File: config.mk
export PLATFORM = sky130hd
export DESIGN_NAME = reset_req_sequencer_flat
export DESIGN_NICKNAME = d
export VERILOG_FILES = /design/src/rtl/reset_req_sequencer_if.sv /design/src/rtl/reset_req_sequencer.sv /design/src/flat_wrapper.sv
export SDC_FILE = /design/constraint.sdc
export NUM_CORES = 1
export LEC_CHECK = 0
export CORE_ASPECT_RATIO = 0.9
export CORE_UTILIZATION = 31
export DETAILED_ROUTE_END_ITERATION = 6
export HOLD_SLACK_MARGIN = 0.02
export PLACE_DENSITY = 0.63
export SLEW_MARGIN = 20
export SYNTH_ARGS = -nofsm -noshare
export SYNTH_HDL_FRONTEND = slang
export SYNTH_SLANG_ARGS = --single-unit
export TNS_END_PERCENT = 1
File: constraint.sdc
create_clock -name clock -period 1.8 [get_ports clock]
set_input_delay 0.54 -clock clock [delete_from_list [all_inputs] [get_ports clock]]
set_output_delay 0.54 -clock clock [all_outputs]
set_load 0.05 [all_outputs]
File: src/rtl/reset_req_sequencer_if.sv
// Request/acknowledge/reset-output bundle between the reset sequencer and its surroundings.
interface reset_req_sequencer_if #(
    parameter int NUM_STAGES = 3
);
    logic                  io_req_sw;
    logic                  io_req_wdt;
    logic                  io_req_ext;
    logic [NUM_STAGES-1:0] io_ack;
    logic [NUM_STAGES-1:0] io_rst_out;
    logic                  io_busy;
    logic [2:0]            io_cause;
    logic                  io_timeout;

    modport master (
        output io_req_sw, io_req_wdt, io_req_ext, io_ack,
        input  io_rst_out, io_busy, io_cause, io_timeout
    );

    modport slave (
        input  io_req_sw, io_req_wdt, io_req_ext, io_ack,
        output io_rst_out, io_busy, io_cause, io_timeout
    );
endinterface

File: src/rtl/reset_req_sequencer.sv
// Turns reset requests into stretched, staged reset outputs released one domain
// at a time, each release gated by the previous domain's ack or a timeout.
module reset_req_sequencer #(
    parameter int NUM_STAGES  = 3,
    parameter int HOLD_CYCLES = 16,
    parameter int STAGE_GAP   = 4,
    parameter int ACK_TIMEOUT = 64
) (
    input  logic                   clock,
    input  logic                   reset,
    reset_req_sequencer_if.slave   bus
);
    localparam int MAX_A   = (HOLD_CYCLES > STAGE_GAP) ? HOLD_CYCLES : STAGE_GAP;
    localparam int MAX_CNT = (MAX_A > ACK_TIMEOUT) ? MAX_A : ACK_TIMEOUT;
    localparam int CW      = $clog2(MAX_CNT + 1);
    localparam int SW      = (NUM_STAGES > 1) ? $clog2(NUM_STAGES) : 1;

    localparam logic [CW-1:0] CNT_MAX  = CW'(MAX_CNT);
    localparam logic [CW-1:0] HOLD_END = CW'(HOLD_CYCLES - 1);
    localparam logic [CW-1:0] GAP_END  = CW'(STAGE_GAP - 1);
    localparam logic [CW-1:0] TMO_END  = CW'(ACK_TIMEOUT);
    localparam logic [SW-1:0] LAST     = SW'(NUM_STAGES - 1);

    typedef enum logic [1:0] {IDLE, ASSERT, WAIT_ACK, GAP} state_t;

    state_t                  state, state_nxt;
    logic [SW-1:0]           stage, stage_nxt, stage_inc;
    logic [CW-1:0]           cnt, cnt_nxt, cnt_inc;
    logic [NUM_STAGES-1:0]   rst_q, rst_nxt;
    logic                    busy_q, busy_nxt;
    logic [2:0]              cause_q, cause_nxt, req_vec;
    logic                    tmo_q, tmo_nxt;
    logic                    req_any, ack_hit, ack_due;

    assign req_vec   = {bus.io_req_ext, bus.io_req_wdt, bus.io_req_sw};
    assign req_any   = |req_vec;
    assign stage_inc = stage + 1'b1;
    assign cnt_inc   = (cnt == CNT_MAX) ? cnt : cnt + 1'b1;
    // WAIT_ACK only runs for a stage already released, so ack is never sampled while held.
    assign ack_hit   = bus.io_ack[stage];
    assign ack_due   = (cnt >= TMO_END);

    always_ff @(posedge clock) begin
        if (reset) begin
            state   <= ASSERT;
            stage   <= '0;
            cnt     <= '0;
            rst_q   <= '1;
            busy_q  <= 1'b1;
            cause_q <= 3'b000;
            tmo_q   <= 1'b0;
        end else begin
            state   <= state_nxt;
            stage   <= stage_nxt;
            cnt     <= cnt_nxt;
            rst_q   <= rst_nxt;
            busy_q  <= busy_nxt;
            cause_q <= cause_nxt;
            tmo_q   <= tmo_nxt;
        end
    end

    always_comb begin
        state_nxt = state;
        stage_nxt = stage;
        cnt_nxt   = cnt_inc;
        rst_nxt   = rst_q;
        cause_nxt = cause_q;
        tmo_nxt   = tmo_q;
        if (req_any) begin
            state_nxt = ASSERT;
            stage_nxt = '0;
            cnt_nxt   = '0;
            rst_nxt   = '1;
            cause_nxt = req_vec;
            tmo_nxt   = 1'b0;
        end else begin
            unique case (state)
                IDLE: ;
                ASSERT: begin
                    if (cnt >= HOLD_END) begin
                        rst_nxt[0] = 1'b0;
                        stage_nxt  = '0;
                        state_nxt  = WAIT_ACK;
                        cnt_nxt    = '0;
                    end
                end
                WAIT_ACK: begin
                    if (ack_hit || ack_due) begin
                        if (!ack_hit) tmo_nxt = 1'b1;
                        if (stage == LAST) begin
                            state_nxt = IDLE;
                        end else if (STAGE_GAP == 1) begin
                            stage_nxt          = stage_inc;
                            rst_nxt[stage_inc] = 1'b0;
                            cnt_nxt            = '0;
                        end else begin
                            // gap count includes the acceptance cycle
                            state_nxt = GAP;
                            cnt_nxt   = CW'(1);
                        end
                    end
                end
                GAP: begin
                    if (cnt >= GAP_END) begin
                        stage_nxt          = stage_inc;
                        rst_nxt[stage_inc] = 1'b0;
                        state_nxt          = WAIT_ACK;
                        cnt_nxt            = '0;
                    end
                end
                default: state_nxt = IDLE;
            endcase
        end
        busy_nxt = (state_nxt != IDLE);
    end

    assign bus.io_rst_out = rst_q;
    assign bus.io_busy    = busy_q;
    assign bus.io_cause   = cause_q;
    assign bus.io_timeout = tmo_q;
endmodule

File: src/flat_wrapper.sv
// flat-port wrapper written by rule: the top's interface ports become plain ports
module reset_req_sequencer_flat 
#(
    parameter int NUM_STAGES  = 3,
    parameter int HOLD_CYCLES = 16,
    parameter int STAGE_GAP   = 4,
    parameter int ACK_TIMEOUT = 64
)
  (clock, reset, bus_io_req_sw, bus_io_req_wdt, bus_io_req_ext, bus_io_ack, bus_io_rst_out, bus_io_busy, bus_io_cause, bus_io_timeout);
  reset_req_sequencer_if #(.NUM_STAGES(NUM_STAGES)) bus_i ();
  input  logic clock;
  input  logic reset;
  input wire logic [$bits(bus_i.io_req_sw)-1:0] bus_io_req_sw;
  input wire logic [$bits(bus_i.io_req_wdt)-1:0] bus_io_req_wdt;
  input wire logic [$bits(bus_i.io_req_ext)-1:0] bus_io_req_ext;
  input wire logic [$bits(bus_i.io_ack)-1:0] bus_io_ack;
  output wire logic [$bits(bus_i.io_rst_out)-1:0] bus_io_rst_out;
  output wire logic [$bits(bus_i.io_busy)-1:0] bus_io_busy;
  output wire logic [$bits(bus_i.io_cause)-1:0] bus_io_cause;
  output wire logic [$bits(bus_i.io_timeout)-1:0] bus_io_timeout;
  assign bus_i.io_req_sw = bus_io_req_sw;
  assign bus_i.io_req_wdt = bus_io_req_wdt;
  assign bus_i.io_req_ext = bus_io_req_ext;
  assign bus_i.io_ack = bus_io_ack;
  assign bus_io_rst_out = bus_i.io_rst_out;
  assign bus_io_busy = bus_i.io_busy;
  assign bus_io_cause = bus_i.io_cause;
  assign bus_io_timeout = bus_i.io_timeout;
  reset_req_sequencer #(.NUM_STAGES(NUM_STAGES), .HOLD_CYCLES(HOLD_CYCLES), .STAGE_GAP(STAGE_GAP), .ACK_TIMEOUT(ACK_TIMEOUT)) u_core (.clock(clock), .reset(reset), .bus(bus_i));
endmodule
==> results.toml, run 1 <==
[grt]
grt.total_usage = 0.136
grt_max_degree = 12
grt_pass1_vias = 762
grt_pass1_wl_um = 3260
antenna_found_initial = 0
grt-ovfl-total = 0

[power]
clockPowerShare = 0.301
leakagePower_uw = 0.000462
power.density_mw_per_mm2 = 591
switchingPower_uw = 172
p_seq_frac = 0.598
peakVddDrop_mv = 0.330
combPwrFrac = 0.101
swShare = 0.241
intPower_uw = 543
total_power_uw = 715

[final_layout]
n_fill_cell = 305
drive_above_1_share = 0.237
final_util = 0.426
area.growth.synth_to_final_pct = 27.2
diodes = 0
nNetsFinal = 150

[worst_setup_path]
arrival_ps = 1840
r2r-end = "u_core.cnt[2]"
crit_path_start_kind = "register"
crit_end = "u_core.cnt[2]"
slowest_delay_ps = 370
critPathSlowestCell = "dfxtp_1"
r2r-start = "u_core.cnt[1]"
setup.worst_path.start = "u_core.cnt[1]"
crit_path_end_kind = "register"
critPathTopFamily = "simple AND/OR/NAND/NOR gates"
crit_path_max_fanout = 6
rr_worst_depth = 7
crit_chain = "ha_1, a211oi_1, nand4_1, nand2_2, o21ai_2, buf_4, nor3_2"
worstSetupPathType = "reg -> reg"
cp.required_ps = 2030
ff2ff_setup_slack_ps = 190
cp_num_buf_inv = 1
cp.depth = 7

[routing]
post_drt_wl_per_cell_um = 10.5
first_pass_iters = 4
dr_total_vias = 815
via_per_inst = 4.66
drt_wl_total_um = 1830
drt-initial-drc-count = 20
ant_nets = 0
drc_errors = 0

[timing]
min_period_over_period = 0.896
setup_slack_ps = 188
rsz0062_at_grt = "false"
drv_slew = 0
worst_pin_slew_ps = 316
finalSetupViolations = 0
hold_viol_final = 0
fmax_mhz = 620
clock_skew_ps = 7.70
whs_ps = 468
timing.slew.headroom = 0.788
period_minus_slack_ps = 1610

[floorplanning]
die_w_um = 60.4
dieArea_mm2 = 0.00329
row_count = 18
initial_core_util = 0.335
dieHeight_um = 54.5
fp.coreArea_mm2 = 0.00284
io_pins = 16

[clocking]
cts_root_buf = "clkbuf_4"
clock_sinks = 19
clock_path_buffers = 2
h-tree-depth = 1
postCtsHoldBufs = 0
numCtsBuffers = 3
clk_latency_ps = 300
path_clk_slew_ps = 110
cts_tree = "yes"
post_cts_buffers = 0
ctsResizeCount = 0

[synthesis]
syn_avg_cell_area_um2 = 8.72
synthCells = 109
yosys_warnings = 0
ys_ff_latch = 19
syn-num-nets = 123
ys_seq_area_frac = 0.400
synth_cell_types = 31
syn_area_um2 = 951

[hold_path]
min-delay-path-class = "reg -> reg"

[placed_design]
port_buffers = 15
place.gp.congestion = 0.804
preCtsSetupSlack_ps = -101
post-dp-hpwl_um = 1440

[flow_run]
max-cap-violations = 0

[run_status]
outcome = "complete, no violations"
worst register-to-register path: stages (launching register included):
cell,delay (ps)
dfxtp_1,370
ha_1,270
a211oi_1,250
nand4_1,190
nand2_2,110
o21ai_2,60
buf_4,160
nor3_2,130
power groups by stage:
stage / Sequential (µW) / Clock (µW) / Combinational (µW)
2_1_floorplan: 452 / 0 / 15.0
3_3_place_gp: 437 / 0 / 72.2
3_5_place_dp: 437 / 0 / 73.1
4_1_cts: 428 / 232 / 73.3
5_1_grt: 428 / 246 / 78.6
6_report: 428 / 215 / 72.5
per-layer routing:
metal  part of all wire  global-route usage  vias up  wire (µm)
met5                  0                   0        -          0
met2               0.46               0.225       11        846
met3              0.041              0.0449        2         75
li1                   -                   -      426          -
met1               0.48               0.165      376        889
met4              0.012              0.0465        0         22
state kept, by name, summed over array words and instances (netlist names):
register               flops
u_core.bus.io_cause        3
u_core.cnt                 7
u_core.stage               2
u_core.bus.io_timeout      1
u_core.bus.io_busy         1
u_core.bus.io_rst_out      3
u_core.state               2
synthesized netlist by cell type, drive strengths merged:
cell type,count,area [µm²]
dfxtp,19,380
nor2,16,60.1
nand2,11,43.8
inv,10,37.5
nand3,7,35.0
a21oi,6,33.8
ha,6,75.1
o21ai,6,33.8
nor4,4,46.3
o211ai,4,45.1
xnor2,3,26.3
xor2,3,26.3
and3,2,15.0
nand4,2,12.5
a211oi,1,7.51
a31oi,1,6.26
buf,1,11.3
clkbuf,1,5.00
mux2i,1,10.0
nand3b,1,7.51
nand4b,1,8.76
nor2b,1,6.26
nor3,1,10.0
o31ai,1,7.51
worst min path at each step:
stage	endpoint	from	cells past startpoint	slack, ps
2_1_floorplan	u_core.stage[1]	u_core.stage[1]	2	510
3_3_place_gp	u_core.bus.io_rst_out[1]	u_core.bus.io_rst_out[1]	2	450
3_5_place_dp	u_core.bus.io_rst_out[1]	u_core.bus.io_rst_out[1]	2	460
4_1_cts	u_core.bus.io_rst_out[1]	u_core.bus.io_rst_out[1]	2	470
5_1_grt	u_core.bus.io_rst_out[1]	u_core.bus.io_rst_out[1]	2	500
6_report	u_core.bus.io_rst_out[1]	u_core.bus.io_rst_out[1]	2	470
per-stage QoR:
stage | cell area, µm² | instances | setup TNS (ps)
2_1_floorplan | 951 | 109 | 0
3_3_place_gp | 1180 | 171 | -250
3_5_place_dp | 1180 | 171 | -426
4_1_cts | 1210 | 175 | 0
5_1_grt | 1210 | 175 | 0
6_report | 1210 | 175 | 0
layout make-up:
class	instances	area [µm²]	share of cell area
multi-input combinational	78	517	0.427
sequential	19	380	0.314
timing repair buffer	24	198	0.163
tap	40	50.0	0.0414
inverter	10	37.5	0.0310
clock buffer	3	22.5	0.0186
clock inverter	1	5.00	0.00414
logic make-up (layout without fill, tap and decap cells):
group	count (synthesis)	in the layout	share of synthesized area
compound gates	19	19	0.141
fa+ha+maj	6	6	0.0789
xor+xnor	6	6	0.0553
simple gates	46	46	0.258
mux	1	1	0.0105
buf+inv	12	38	0.0566
flops	19	19	0.400
cell usage in the layout, fill, tap and decap left out, drive strengths merged:
cell,count
and3,2
clkinv,1
a31oi,1
nand3,7
a21oi,6
nor2,16
nor4,4
nand4b,1
nand4,2
inv,10
xnor2,3
ha,6
nand3b,1
clkdlybuf4s50,7
o21ai,6
mux2i,1
nand2,11
a211oi,1
nor2b,1
o31ai,1
o211ai,4
dfxtp,19
nor3,1
xor2,3
clkbuf,3
buf,17
No activity file was read; power rests on OpenSTA's default activity.
==> run 2, diff against run 1 <==
- CORE_ASPECT_RATIO: 0.9 -> 1.4
- SKIP_LAST_GASP: default -> 1
==> results.toml, run 2 (synthesis gave the netlist of run 1 again) <==
[clocking]
clock_path_buffers = 2
path_clk_slew_ps = 70
postCtsHoldBufs = 0
numCtsBuffers = 3
cts_tree = "yes"
clk_latency_ps = 250
h-tree-depth = 1
clock_sinks = 19
post_cts_buffers = 0
cts_root_buf = "clkbuf_8"

[floorplanning]
dieHeight_um = 67.5
fp.coreArea_mm2 = 0.00288
io_pins = 16
initial_core_util = 0.330
dieArea_mm2 = 0.00330
die_w_um = 48.8
row_count = 23

[worst_setup_path]
cp.required_ps = 1940
r2r-start = "u_core.cnt[1]"
setup.worst_path.start = "u_core.cnt[1]"
arrival_ps = 1750
crit_path_max_fanout = 6
crit_path_start_kind = "register"
crit_end = "u_core.cnt[4]"
rr_worst_depth = 6
r2r-end = "u_core.cnt[4]"
worstSetupPathType = "reg -> reg"
crit_path_end_kind = "register"
ff2ff_setup_slack_ps = 190

[final_layout]
stdcell_count = 172
final_common_cell = "dfxtp_1"
largest_register_ffs = 7
diodes = 0
nNetsFinal = 150
final_cell_mix = "dfxtp_1, buf_4, nor2_1"
final_util = 0.426
largest-register = "u_core.cnt"
area.growth.synth_to_final_pct = 28.9
drive_above_1_share = 0.237
n_fill_cell = 307
final_area_mm2 = 0.00123

[routing]
ant_nets = 0
first_pass_iters = 4
dr_total_vias = 823
drt-initial-drc-count = 16
drt_wl_total_um = 1990
drc_errors = 0
via_per_inst = 4.78
post_drt_wl_per_cell_um = 11.5

[placed_design]
post-dp-hpwl_um = 1610
place.gp.congestion = 0.814
port_buffers = 15
placed_area_mm2 = 0.00118
placedCellCount = 168

[timing]
fmax_mhz = 621
timing.slew.headroom = 0.785
clock_skew_ps = 4.04
min_period_over_period = 0.895
drv_slew = 0
period_minus_slack_ps = 1610
whs_ps = 477
worst_pin_slew_ps = 322
hold_viol_final = 0
rsz0062_at_grt = "false"
finalSetupViolations = 0

[power]
leakagePower_uw = 0.000465
p_seq_frac = 0.541
power.density_mw_per_mm2 = 645
clockPowerShare = 0.367
peakVddDrop_mv = 0.271
swShare = 0.219
intPower_uw = 618
switchingPower_uw = 173
combPwrFrac = 0.092

[grt]
grt.total_usage = 0.135
grt_util_met1 = 0.133
top_usage_layer = "met2"
met3_usage = 0.0225
antenna_found_initial = 0
grt_pass1_wl_um = 3300
grt_max_degree = 11
use_met2 = 0.248
grt_pass1_vias = 777
grt-ovfl-total = 0

[run_status]
outcome = "complete, no violations"

[hold_path]
min-delay-path-class = "reg -> reg"

[flow_run]
max-cap-violations = 0
-- run 2: cell types whose count changed in the layout (fill, tap and decap cells not counted) --
| cell | delta |
|---|---|
| clkbuf_1 | +1 |
| ha_2 | +1 |
| clkbuf_4 | -3 |
| ha_1 | -1 |
| clkbuf_8 | +3 |
| clkinv_2 | -1 |
-- run 2: stage by stage --
stage                     power (µW)  TNS, ps  setup WS (ps)
after floorplan                  467        0            339
after detailed placement         510     -446          -51.4
final                            790        0            190
after CTS                        808        0            132
after global routing             838        0           29.4
after global placement           509     -273          -47.4
-- run 2: worst max-delay path: stages (launching register included) --
cell,delay [ps]
dfxtp_1,440
ha_2,280
a21oi_1,70
o211ai_2,270
nand2_2,80
o21ai_2,280
nor2_1,80
-- run 2: power groups by stage --
stage | registers, µW | clock network (µW) | logic, µW
2_1_floorplan | 452 | 0 | 15.0
3_3_place_gp | 437 | 0 | 71.9
3_5_place_dp | 437 | 0 | 72.7
4_1_cts | 428 | 308 | 73.0
5_1_grt | 428 | 333 | 77.5
6_report | 428 | 290 | 72.5
-- run 2: cell type report --
type / instances / area [µm²] / share of cell area
flip-flops and latches: 19 / 380 / 0.310
inverters: 10 / 37.5 / 0.0306
clock buffers: 4 / 45.0 / 0.0367
multi-input cells: 78 / 519 / 0.423
well taps: 37 / 46.3 / 0.0378
repair buffers: 24 / 198 / 0.161
-- run 2: what timing repair did --
item                                    CTS  global route
endpoints found under the setup margin    0             5
gates resized for setup                   0             1
endpoints found under the hold margin     0             0
-- run 2: per-layer routing --
metal	share of wire	vias up
li1	-	423
met1	0.41	377
met2	0.53	16
met3	0.027	7
met4	0.034	0
met5	0	-
-- run 2: how the worst min path moves through the flow --
stage	start	to	slack, ps	cells after the start
floorplan	u_core.stage[1]	u_core.stage[1]	510	2
global placement	u_core.bus.io_rst_out[0]	u_core.bus.io_rst_out[0]	450	2
detailed placement	u_core.bus.io_rst_out[2]	u_core.bus.io_rst_out[2]	470	2
CTS	u_core.bus.io_rst_out[2]	u_core.bus.io_rst_out[2]	480	2
global route	u_core.bus.io_rst_out[2]	u_core.bus.io_rst_out[2]	510	2
finish	u_core.bus.io_rst_out[1]	u_core.bus.io_rst_out[1]	480	2
